File: config.mk
export PLATFORM = sky130hd
export DESIGN_NAME = order_tx_framer_flat
export DESIGN_NICKNAME = d
export VERILOG_FILES = /design/src/rtl/order_tx_framer_if.sv /design/src/rtl/order_tx_framer.sv /design/src/flat_wrapper.sv
export SDC_FILE = /design/constraint.sdc
export NUM_CORES = 1
export LEC_CHECK = 0
export BUFFER_PORTS_ARGS = -buffer_cell sky130_fd_sc_hd__buf_2
export CORE_ASPECT_RATIO = 0.7
export CORE_UTILIZATION = 37
export CTS_BUF_LIST = sky130_fd_sc_hd__clkbuf_4 sky130_fd_sc_hd__clkbuf_8
export DETAILED_ROUTE_END_ITERATION = 12
export PLACE_DENSITY_LB_ADDON = 0.2
export SLEW_MARGIN = 20
export SYNTH_ARGS = -nofsm -noshare
export SYNTH_HDL_FRONTEND = slang
export SYNTH_SLANG_ARGS = --single-unit
File: constraint.sdc
create_clock -name clk -period 5.87 [get_ports clk]
set_input_delay 0.587 -clock clk [delete_from_list [all_inputs] [get_ports clk]]
set_output_delay 0.587 -clock clk [all_outputs]
set_load 0.02 [all_outputs]
File: src/rtl/order_tx_framer_if.sv
// Order-path bundle: upstream order capture/status plus the outbound valid/ready byte link.
// master = framer side, slave = upstream processor and link partner.
interface order_tx_framer_if #(
  parameter int CLIENT_W = 5
);
  logic                send_order;
  logic [CLIENT_W-1:0] order_client_id;
  logic [31:0]         order_amount;
  logic                fifo_full;
  logic                order_dropped;
  logic [7:0]          drop_count;
  logic                busy;
  logic [7:0]          tx_data;
  logic                tx_valid;
  logic                tx_last;
  logic                tx_ready;

  modport master (
    input  send_order, order_client_id, order_amount, tx_ready,
    output fifo_full, order_dropped, drop_count, busy, tx_data, tx_valid, tx_last
  );

  modport slave (
    output send_order, order_client_id, order_amount, tx_ready,
    input  fifo_full, order_dropped, drop_count, busy, tx_data, tx_valid, tx_last
  );
endinterface

File: src/rtl/order_tx_framer.sv
// Buffers approved orders in a DEPTH-entry FIFO and sends each as a 7-byte frame (SOF, id, amt x4, XOR chk).
// SOF is valid 2 edges after send_order; tx_ready low stalls the byte in place; a full FIFO drops new orders.
module order_tx_framer #(
  parameter int         DEPTH    = 4,
  parameter int         CLIENT_W = 5,
  parameter logic [7:0] SOF_BYTE = 8'hA5
) (
  input  logic              clk,
  input  logic              rst_n,
  order_tx_framer_if.master bus
);
  localparam int AW = (DEPTH > 1) ? $clog2(DEPTH) : 1;
  localparam int CW = AW + 1;

  typedef enum logic [2:0] {S_IDLE, S_SOF, S_ID, S_AMT, S_CHK} state_t;
  typedef struct packed {
    logic [CLIENT_W-1:0] id;
    logic [31:0]         amt;
  } ord_t;

  ord_t          mem [DEPTH];
  logic [AW-1:0] wr_ptr, rd_ptr;
  logic [CW-1:0] count;
  state_t        state, state_nxt;
  logic [1:0]    amt_idx, amt_idx_nxt;
  ord_t          frm;
  logic [7:0]    chk;
  logic [7:0]    drop_cnt;
  logic          dropped;
  logic          push, pop, xfer, tx_vld, fifo_empty, full;
  logic [7:0]    byte_out;

  assign fifo_empty = (count == '0);
  assign full       = (count == CW'(DEPTH));
  // Space is judged on the pre-edge count, so a same-edge pop never admits a push.
  assign push       = bus.send_order && !full;
  assign tx_vld     = (state != S_IDLE);
  assign xfer       = tx_vld && bus.tx_ready;

  always_comb begin
    byte_out = 8'h00;
    case (state)
      S_SOF:   byte_out = SOF_BYTE;
      S_ID:    byte_out = 8'(frm.id);
      S_AMT:   byte_out = 8'(frm.amt >> {~amt_idx, 3'b000});
      S_CHK:   byte_out = chk;
      default: byte_out = 8'h00;
    endcase
  end

  always_comb begin
    state_nxt   = state;
    amt_idx_nxt = amt_idx;
    pop         = 1'b0;
    case (state)
      S_IDLE: begin
        if (!fifo_empty) begin
          pop       = 1'b1;
          state_nxt = S_SOF;
        end
      end
      S_SOF: if (xfer) state_nxt = S_ID;
      S_ID: begin
        if (xfer) begin
          state_nxt   = S_AMT;
          amt_idx_nxt = 2'd0;
        end
      end
      S_AMT: begin
        if (xfer) begin
          if (amt_idx == 2'd3) state_nxt = S_CHK;
          else amt_idx_nxt = amt_idx + 2'd1;
        end
      end
      S_CHK: begin
        if (xfer) begin
          if (!fifo_empty) begin
            pop       = 1'b1;
            state_nxt = S_SOF;
          end else begin
            state_nxt = S_IDLE;
          end
        end
      end
      default: state_nxt = S_IDLE;
    endcase
  end

  always_ff @(posedge clk or negedge rst_n) begin
    if (!rst_n) begin
      state   <= S_IDLE;
      amt_idx <= 2'd0;
    end else begin
      state   <= state_nxt;
      amt_idx <= amt_idx_nxt;
    end
  end

  always_ff @(posedge clk) begin
    if (push) mem[wr_ptr] <= '{id: bus.order_client_id, amt: bus.order_amount};
  end

  always_ff @(posedge clk or negedge rst_n) begin
    if (!rst_n) begin
      wr_ptr <= '0;
      rd_ptr <= '0;
      count  <= '0;
    end else begin
      if (push) wr_ptr <= wr_ptr + AW'(1);
      if (pop)  rd_ptr <= rd_ptr + AW'(1);
      case ({push, pop})
        2'b10:   count <= count + CW'(1);
        2'b01:   count <= count - CW'(1);
        default: count <= count;
      endcase
    end
  end

  // Frame register decouples the in-flight frame from the FIFO, so the slot frees at frame start.
  always_ff @(posedge clk or negedge rst_n) begin
    if (!rst_n) begin
      frm <= '0;
      chk <= 8'h00;
    end else if (pop) begin
      frm <= mem[rd_ptr];
      chk <= 8'h00;
    end else if (xfer && (state == S_ID || state == S_AMT)) begin
      chk <= chk ^ byte_out;
    end
  end

  always_ff @(posedge clk or negedge rst_n) begin
    if (!rst_n) begin
      dropped  <= 1'b0;
      drop_cnt <= 8'h00;
    end else begin
      dropped <= bus.send_order && full;
      if (bus.send_order && full && drop_cnt != 8'hFF) drop_cnt <= drop_cnt + 8'h01;
    end
  end

  assign bus.tx_data       = byte_out;
  assign bus.tx_valid      = tx_vld;
  assign bus.tx_last       = (state == S_CHK);
  assign bus.fifo_full     = full;
  assign bus.busy          = tx_vld || !fifo_empty;
  assign bus.order_dropped = dropped;
  assign bus.drop_count    = drop_cnt;
endmodule

File: src/flat_wrapper.sv
// flat-port wrapper written by rule: the top's interface ports become plain ports
module order_tx_framer_flat 
#(
  parameter int         DEPTH    = 4,
  parameter int         CLIENT_W = 5,
  parameter logic [7:0] SOF_BYTE = 8'hA5
)
  (clk, rst_n, bus_send_order, bus_order_client_id, bus_order_amount, bus_tx_ready, bus_fifo_full, bus_order_dropped, bus_drop_count, bus_busy, bus_tx_data, bus_tx_valid, bus_tx_last);
  order_tx_framer_if #(.CLIENT_W(CLIENT_W)) bus_i ();
  input  logic clk;
  input  logic rst_n;
  input wire logic [$bits(bus_i.send_order)-1:0] bus_send_order;
  input wire logic [$bits(bus_i.order_client_id)-1:0] bus_order_client_id;
  input wire logic [$bits(bus_i.order_amount)-1:0] bus_order_amount;
  input wire logic [$bits(bus_i.tx_ready)-1:0] bus_tx_ready;
  output wire logic [$bits(bus_i.fifo_full)-1:0] bus_fifo_full;
  output wire logic [$bits(bus_i.order_dropped)-1:0] bus_order_dropped;
  output wire logic [$bits(bus_i.drop_count)-1:0] bus_drop_count;
  output wire logic [$bits(bus_i.busy)-1:0] bus_busy;
  output wire logic [$bits(bus_i.tx_data)-1:0] bus_tx_data;
  output wire logic [$bits(bus_i.tx_valid)-1:0] bus_tx_valid;
  output wire logic [$bits(bus_i.tx_last)-1:0] bus_tx_last;
  assign bus_i.send_order = bus_send_order;
  assign bus_i.order_client_id = bus_order_client_id;
  assign bus_i.order_amount = bus_order_amount;
  assign bus_i.tx_ready = bus_tx_ready;
  assign bus_fifo_full = bus_i.fifo_full;
  assign bus_order_dropped = bus_i.order_dropped;
  assign bus_drop_count = bus_i.drop_count;
  assign bus_busy = bus_i.busy;
  assign bus_tx_data = bus_i.tx_data;
  assign bus_tx_valid = bus_i.tx_valid;
  assign bus_tx_last = bus_i.tx_last;
  order_tx_framer #(.DEPTH(DEPTH), .CLIENT_W(CLIENT_W), .SOF_BYTE(SOF_BYTE)) u_core (.clk(clk), .rst_n(rst_n), .bus(bus_i));
endmodule
==> flow_metrics.env, run 1 <==
export IMPL_synthArstFlopShare=0.308
export IMPL_rsz0062_at_grt="no"
export IMPL_p_leak_uw=0.00388
export IMPL_grt_pass1_wl_um=28200
export IMPL_fin_cells=961
export IMPL_clk_latency_ns=0.51
export IMPL_fmax_mhz=325
export IMPL_io_pins=62
export IMPL_grtUsageMet1=0.223
export IMPL_crit_slowest_cell="nor2b_1"
export IMPL_syn_nets=594
export IMPL_place_ws_ns=2.72
export IMPL_synth_distinct_cells=52
export IMPL_drt_iter0_markers=289
export IMPL_slew_violations=0
export IMPL_synth_flop_cell="edfxtp_1"
export IMPL_cts_setup_buffers=0
export IMPL_fp_dieH_um=130
export IMPL_slew_headroom=0.370
export IMPL_cts_root_buf="clkbuf_8"
export IMPL_num_antenna_cells=0
export IMPL_arrival_ns=2.49
export IMPL_critPathLaunchType="flip-flop"
export IMPL_cts_sinks=214
export IMPL_wl_um=17800
export IMPL_tns_ns=0
export IMPL_seq_area_um2=6100
export IMPL_die_area_um2=24000
export IMPL_syn_avg_cell_area_um2=15.9
export IMPL_grt_use_total=0.157
export IMPL_grt_overflow=0
export IMPL_crit_buf_inv=1
export IMPL_grt_busiest_layer="met2"
export IMPL_dr_pass1_iters=4
export IMPL_ys_seq_area_frac=0.703
export IMPL_hold_class="primary input to asynchronous set/reset pin"
export IMPL_drive_above_1_share=0.282
export IMPL_vias_per_cell=4.95
export IMPL_ctsHtreeMaxLevel=2
export IMPL_fin_util=0.437
export IMPL_ant_nets=0
export IMPL_clock_skew_ns=0.0167
export IMPL_r2r_slack_ns=2.88
export IMPL_path_class="flip-flop to output pin"
export IMPL_path_clk_slew_ns=0.07
export IMPL_synthesis_area_um2=8670
export IMPL_path_cells="nor2b_1 -> nand3_1 -> o211ai_1 -> buf_2"
export IMPL_post_cts_resized=0
export IMPL_cp_top_family="simple AND/OR/NAND/NOR gates"
export IMPL_remaining_drc_errors=0
export IMPL_numCtsBuffers=35
export IMPL_cts_buffer_depth=3
export IMPL_power_density_nw_per_um2=504
export IMPL_worstMarginPinSlew_ns=0.944
export IMPL_maxCapViolCount=0
export IMPL_ys_seq_elements=214
export IMPL_crit_path_max_fanout=16
export IMPL_use_met3=0.0368
export IMPL_core_um2=22800
export IMPL_yosys_warnings=0
export IMPL_vias=4754
export IMPL_timing_final_ws_setup_ns=2.79
export IMPL_fill_cells=2093
export IMPL_portBuffers=61
export IMPL_nets=671
export IMPL_grt_use_met2=0.238
export IMPL_wl_per_cell_um=18.5
export IMPL_multiInputGateArea_um2=2390
export IMPL_status="finished, final reports clean"
export IMPL_gp_congestion=0.821
export IMPL_setup_viol=0
export IMPL_critPathCaptureType="output pin"
export IMPL_fin_crit_ns=3.08
export IMPL_fp_row_count=46
export IMPL_vdd_drop_max_mv=0.177
export IMPL_cts_hold_buf=0
export IMPL_die_width_um=185
export IMPL_synth_edff_count=148
export IMPL_place_inst=897
export IMPL_cts_tree="done"
export IMPL_hold_violations=0
export IMPL_dp_hpwl_um=10700
export IMPL_area_growth_pct=15.0
export IMPL_required_ns=5.28
export IMPL_initial_core_util=0.380
export IMPL_final_cell_mix="148 x edfxtp_1, 130 x nand2_1, 65 x dfrtp_1"
export IMPL_fin_crit_sh=0.524
export IMPL_mostFrequentLayoutCell="edfxtp_1"
export IMPL_grt_max_degree=67
export IMPL_grt_pass1_vias=5010
export IMPL_critical_path_max_stage_delay_ns=0.80
export IMPL_synthCells=545
export IMPL_antenna_found_initial=1
## worst reg2reg max path, cell delays in order, from the launching register on
cell and delay, ns:
dfrtp_1 0.54, nor2_1 0.24, nand3b_1 0.11, buf_4 0.29, inv_2 0.59, ha_1 0.31
inv_1 0.06, fa_1 0.37, xor2_1 0.15, nor2_1 0.11, xor2_1 0.15
## cells in the mapped netlist, types with 3 or more instances
master    number  share of area
dfrtp_1       66           0.19
and3_1         5         0.0036
nand2b_1       3         0.0022
a311oi_1       3         0.0030
mux4_2        45           0.12
mux2i_1        4         0.0046
buf_2         14         0.0081
a31oi_1        3         0.0022
buf_6          3         0.0039
xnor2_1        9         0.0091
nand3_1       16         0.0092
inv_1         14         0.0061
o211ai_1       5         0.0043
edfxtp_1     148           0.51
nor2_1         6         0.0026
a21oi_1        6         0.0035
a22oi_1        3         0.0026
clkbuf_1       3         0.0013
nand2_1      130          0.056
o21ai_0        5         0.0029
ha_1           7          0.010
xor2_1         4         0.0040
a211o_1        3         0.0030
## metrics by stage
stage / hold WS [ns] / area [um^2] / power [uW]
finish: 0.256 / 9970 / 5020
global route: 0.264 / 9970 / 5330
CTS: 0.263 / 9950 / 5090
detailed placement: 0.460 / 9260 / 3790
global placement: 0.465 / 9260 / 3740
floorplan: 0.291 / 8670 / 3330
## where the power goes
part / internal (uW) / total, uW / switching [uW]
clock network: 706 / 1280 / 576
registers: 2040 / 2310 / 261
logic: 630 / 1440 / 806
## layer usage
layer  share of wire  vias up
li1                -     2185
met3           0.056       39
met5         0.00045        -
met1            0.48     2390
met2            0.44      138
met4           0.023        2
## cell type report
cell class / instances / share of cell area
clock buffer: 55 / 0.0653
clock inverter: 9 / 0.00464
inverter: 16 / 0.00603
multi-input combinational: 290 / 0.240
sequential: 214 / 0.612
tap: 312 / 0.0392
timing repair buffer: 65 / 0.0336
## cell families after synthesis
logic type / after synthesis / share of synthesized area
flops: 214 / 0.703
simple gates: 181 / 0.0923
buf+inv: 41 / 0.0234
compound gates: 37 / 0.0312
fa+ha+maj: 8 / 0.0124
xor+xnor: 13 / 0.0131
mux: 51 / 0.124
## flip-flops by register name, summed over array words and instances (netlist names)
register / flops
u_core.mem: 148
u_core.frm: 37
u_core.bus.drop_count: 8
u_core.chk: 8
u_core.count: 3
u_core.state: 3
u_core.amt_idx: 2
u_core.rd_ptr: 2
u_core.wr_ptr: 2
u_core.bus.order_dropped: 1
## final timing paths
path / startpoint / cells after the start / to
worst max-delay path: u_core.state[1] / 4 / bus_tx_data[4]
worst min-delay path: rst_n / 2 / u_core.wr_ptr[0]
worst max register to register: u_core.state[0] / 10 / u_core.count[2]
worst min register to register: u_core.frm[15] / 2 / u_core.frm[15]
max in group asynchronous: rst_n / 2 / u_core.rd_ptr[0]
min in group clk: bus_order_amount[19] / 1 / u_core.mem[3][19]
Note: power is estimated with default switching activity, not from simulation.
==> run 2: changes to the inputs <==
==> constraint.sdc (replaced) <==
create_clock -name clk -period 2.8 [get_ports clk]
set_input_delay 0.28 -clock clk [delete_from_list [all_inputs] [get_ports clk]]
set_output_delay 0.28 -clock clk [all_outputs]
set_load 0.02 [all_outputs]
==> flow_metrics.env, run 2 (synthesized netlist as in run 1, its figures left out) <==
export IMPL_status="finished, final reports clean"
export IMPL_slew_headroom=0.528
export IMPL_dr_pass1_iters=5
export IMPL_vias_per_cell=4.95
export IMPL_wl_um=18700
export IMPL_ctsHtreeMaxLevel=2
export IMPL_reg2regPathDepth=10
export IMPL_wl_per_cell_um=18.6
export IMPL_largest_register="u_core.mem"
export IMPL_grt_max_degree=43
export IMPL_post_cts_resized=0
export IMPL_power_density_nw_per_um2=1030
export IMPL_worstHoldEndpoint="u_core.state[0]"
export IMPL_cts_tree="done"
export IMPL_numCtsBuffers=35
export IMPL_final_cell_mix="148 x edfxtp_1, 130 x nand2_1, 65 x dfrtp_1"
export IMPL_crit_slowest_cell="dfrtp_1"
export IMPL_io_pins=62
export IMPL_gp_congestion=0.855
export IMPL_grt_pass1_vias=5269
export IMPL_setup_viol=0
export IMPL_cts_root_buf="clkbuf_8"
export IMPL_place_area_um2=9390
export IMPL_nets=717
export IMPL_cts_buffer_depth=3
export IMPL_cts_sinks=214
export IMPL_critPathCaptureType="output pin"
export IMPL_hold_violations=0
export IMPL_p_leak_uw=0.00412
export IMPL_grt_use_total=0.166
export IMPL_clk_latency_ns=0.51
export IMPL_drt_iter0_markers=374
export IMPL_area_growth_pct=20.8
export IMPL_fin_crit_sh=0.923
export IMPL_holdPathStages=3
export IMPL_multiInputGateArea_um2=2370
export IMPL_required_ns=2.52
export IMPL_vdd_drop_max_mv=0.401
export IMPL_vias=4976
export IMPL_fmax_mhz=387
export IMPL_path_clk_slew_ns=0.06
export IMPL_clock_skew_ns=0.0179
export IMPL_mostFrequentLayoutCell="edfxtp_1"
export IMPL_critical_path_max_stage_delay_ns=0.68
export IMPL_core_um2=22800
export IMPL_initial_core_util=0.380
export IMPL_fill_cells=2051
export IMPL_fp_dieH_um=130
export IMPL_design_area_um2=10500
export IMPL_ant_nets=0
export IMPL_crit_buf_inv=1
export IMPL_grt_overflow=0
export IMPL_largest_reg_flops=148
export IMPL_arrival_ns=2.31
export IMPL_hold_slack_ns=0.113
export IMPL_maxCapViolCount=0
export IMPL_worstMarginPinSlew_ns=0.708
export IMPL_die_area_um2=24000
export IMPL_remaining_drc_errors=0
export IMPL_fp_row_count=46
export IMPL_cp_top_family="flip-flops"
export IMPL_hold_class="primary input to flip-flop"
export IMPL_place_inst=905
export IMPL_die_width_um=185
export IMPL_path_class="flip-flop to output pin"
export IMPL_r2r_start="u_core.count[0]"
export IMPL_num_antenna_cells=0
export IMPL_grt_pass1_wl_um=29800
export IMPL_fin_crit_ns=2.59
export IMPL_antenna_found_initial=0
export IMPL_crit_path_max_fanout=11
export IMPL_dp_hpwl_um=11800
export IMPL_seq_area_um2=6100
export IMPL_rsz0062_at_grt="no"
export IMPL_critPathLaunchType="flip-flop"
export IMPL_path_cells="mux4_2 -> o21a_1 -> a21o_1 -> buf_2"
export IMPL_largestRegisters="u_core.mem (148), u_core.frm (37)"
export IMPL_portBuffers=61
export IMPL_r2r_slack_ns=0.66
export IMPL_drive_above_1_share=0.278
export IMPL_slew_violations=0
export IMPL_hold_start="bus_tx_ready"
export IMPL_reg2reg_to="u_core.count[2]"
export IMPL_tns_ns=0
export IMPL_fin_cells=1006
[run 2: what timing repair did]
item,4_1_cts,5_1_grt
hold endpoints to repair,176,0
buffers inserted,0,0
hold buffers,38,0
[run 2: worst max-delay path by stage]
stage / end / cells after the start / slack, ns / start
after global routing: bus_tx_data[5] / 4 / 0.04 / u_core.amt_idx[0]
after detailed placement: u_core.count[2] / 10 / 0.71 / u_core.count[0]
after floorplan: u_core.count[2] / 11 / 0.60 / u_core.state[1]
after CTS: bus_tx_data[7] / 4 / 0.16 / u_core.amt_idx[0]
after global placement: bus_tx_data[5] / 4 / 0.76 / u_core.amt_idx[0]
final: bus_tx_data[7] / 4 / 0.21 / u_core.amt_idx[0]
[run 2: through the flow]
step	utilization	setup slack (ns)	total power (uW)
4_1_cts	0.459	0.156	10900
6_report	0.459	0.214	10700
2_1_floorplan	-	0.597	6980
5_1_grt	0.459	0.0363	11400
3_3_place_gp	0.412	0.759	7980
3_5_place_dp	0.412	0.709	8100
[run 2: tightest hold or removal path: stages]
cell and delay, ns:
buf_2 0.16, nand2_1 0.07, a2bb2oi_1 0.06
[run 2: routing by layer]
metal,routed length [um],vias to the layer above,share of wire,GRT usage
met4,274,0,0.015,0.0520
li1,-,2287,-,-
met3,1020,30,0.054,0.0382
met5,0,-,0,0
met2,8250,124,0.44,0.249
met1,9150,2535,0.49,0.242
[run 2: cell type report]
type	instances	share of cell area
sequential	214	0.582
multi-input combinational	290	0.227
timing repair buffer	111	0.0813
clock buffer	55	0.0633
tap	312	0.0373
inverter	16	0.00574
clock inverter	8	0.00358
[run 2: power by group]
| group | total, uW | leakage (uW) | internal (uW) | switching (uW) |
|---|---|---|---|---|
| Combinational | 3190 | 0.00157 | 1460 | 1730 |
| Sequential | 4830 | 0.00217 | 4280 | 544 |
| Clock | 2720 | 0.000383 | 1510 | 1220 |
==> run 3: changes to the inputs <==
==> constraint.sdc (replaced) <==
create_clock -name clk -period 3.02 [get_ports clk]
set_input_delay 0.302 -clock clk [delete_from_list [all_inputs] [get_ports clk]]
set_output_delay 0.302 -clock clk [all_outputs]
set_load 0.02 [all_outputs]
==> flow_metrics.env, run 3 (synthesized netlist as in run 1, its figures left out) <==
export IMPL_status="finished, final reports clean"
export IMPL_path_class="flip-flop to output pin"
export IMPL_slew_headroom=0.487
export IMPL_num_antenna_cells=0
export IMPL_crit_path_max_fanout=11
export IMPL_hold_class="primary input to flip-flop"
export IMPL_largest_reg_flops=148
export IMPL_power_density_nw_per_um2=959
export IMPL_core_um2=22800
export IMPL_grt_max_degree=43
export IMPL_clock_skew_ns=0.0156
export IMPL_dp_hpwl_um=10900
export IMPL_drive_above_1_share=0.288
export IMPL_final_cell_mix="148 x edfxtp_1, 130 x nand2_1, 65 x dfrtp_1"
export IMPL_wl_per_cell_um=18.0
export IMPL_initial_core_util=0.380
export IMPL_antenna_found_initial=0
export IMPL_fin_crit_ns=2.58
export IMPL_fp_row_count=46
export IMPL_critPathCaptureType="output pin"
export IMPL_grt_pass1_wl_um=28600
export IMPL_cts_sinks=214
export IMPL_hold_start="bus_order_amount[29]"
export IMPL_remaining_drc_errors=0
export IMPL_mostFrequentLayoutCell="edfxtp_1"
export IMPL_dr_pass1_iters=6
export IMPL_r2r_slack_ns=0.92
export IMPL_largestRegisters="u_core.mem (148), u_core.frm (37)"
export IMPL_grt_pass1_vias=5103
export IMPL_die_area_um2=24000
export IMPL_r2r_start="u_core.count[0]"
export IMPL_slew_violations=0
export IMPL_io_pins=62
export IMPL_hold_violations=0
export IMPL_cts_buffer_depth=3
export IMPL_p_leak_uw=0.00401
export IMPL_fin_crit_sh=0.855
export IMPL_power_total_uw=9790
export IMPL_vdd_drop_max_mv=0.383
export IMPL_grt_overflow=0
export IMPL_reg2reg_to="u_core.count[2]"
export IMPL_post_cts_resized=0
export IMPL_worstMarginPinSlew_ns=0.770
export IMPL_grt_use_total=0.158
export IMPL_fp_dieH_um=130
export IMPL_drt_iter0_markers=277
export IMPL_path_clk_slew_ns=0.06
export IMPL_arrival_ns=2.28
export IMPL_maxCapViolCount=0
export IMPL_vias_per_cell=4.93
export IMPL_cts_hold_buf=19
export IMPL_clk_latency_ns=0.50
export IMPL_reg2regPathDepth=10
export IMPL_gp_congestion=0.815
export IMPL_critPathLaunchType="flip-flop"
export IMPL_ctsHtreeMaxLevel=2
export IMPL_area_growth_pct=17.8
export IMPL_ant_nets=0
export IMPL_required_ns=2.72
export IMPL_fmax_mhz=387
export IMPL_rsz0062_at_grt="no"
export IMPL_wl_um=17800
export IMPL_holdPathStages=1
export IMPL_portBuffers=61
export IMPL_largest_register="u_core.mem"
export IMPL_cts_setup_buffers=0
export IMPL_die_width_um=185
export IMPL_tns_ns=0
export IMPL_worstHoldEndpoint="u_core.mem[3][29]"
export IMPL_numCtsBuffers=35
export IMPL_nets=698
export IMPL_cts_tree="done"
export IMPL_setup_viol=0
export IMPL_cts_root_buf="clkbuf_8"
export IMPL_vias=4873
## run 3: worst max-delay path by stage
stage                            from  slack, ns              end  cells after the start
finish              u_core.amt_idx[0]       0.44   bus_tx_data[7]                      4
global route        u_core.amt_idx[0]       0.26   bus_tx_data[5]                      4
global placement    u_core.amt_idx[0]       0.96   bus_tx_data[5]                      4
floorplan             u_core.state[1]       0.82  u_core.count[2]                     11
detailed placement    u_core.count[0]       0.94  u_core.count[2]                     10
CTS                 u_core.amt_idx[0]       0.39   bus_tx_data[7]                      4
## run 3: worst max-delay path: stages, from the launching register on
cell	delay (ns)
dfrtp_1	0.67
mux4_2	0.56
o21a_1	0.23
a21o_1	0.17
buf_2	0.15
## run 3: metal layers
metal / track usage / routed length, um / vias up / share of wire
li1: - / - / 2242 / -
met1: 0.236 / 8950 / 2495 / 0.50
met2: 0.234 / 7740 / 113 / 0.43
met3: 0.0332 / 867 / 23 / 0.049
met4: 0.0408 / 254 / 0 / 0.014
met5: 0 / 0 / - / 0
## run 3: area by class of cell
type                       instances  area [um^2]
fill                            2066        12600
timing repair buffer              92          598
clock inverter                    10         58.8
multi-input combinational        290         2370
inverter                          16         60.1
sequential                       214         6100
clock buffer                      54          631
tap                              312          390
## run 3: stage by stage
stage | util | worst slack (ns) | hold slack (ns) | std cells | area (um^2)
final | 0.448 | 0.439 | 0.0275 | 988 | 10200
after detailed placement | 0.409 | 0.937 | 0.422 | 905 | 9330
after CTS | 0.448 | 0.386 | 0.000347 | 988 | 10200
after floorplan | - | 0.817 | 0.00641 | 545 | 8670
after global placement | 0.409 | 0.958 | 0.414 | 905 | 9330
after global routing | 0.448 | 0.255 | 0.00296 | 988 | 10200
## run 3: power by group
part           leakage, uW  internal (uW)  switching (uW)
logic              0.00147           1280            1540
clock network     0.000363           1340            1120
registers          0.00217           3970             534
total              0.00401           6600            3190
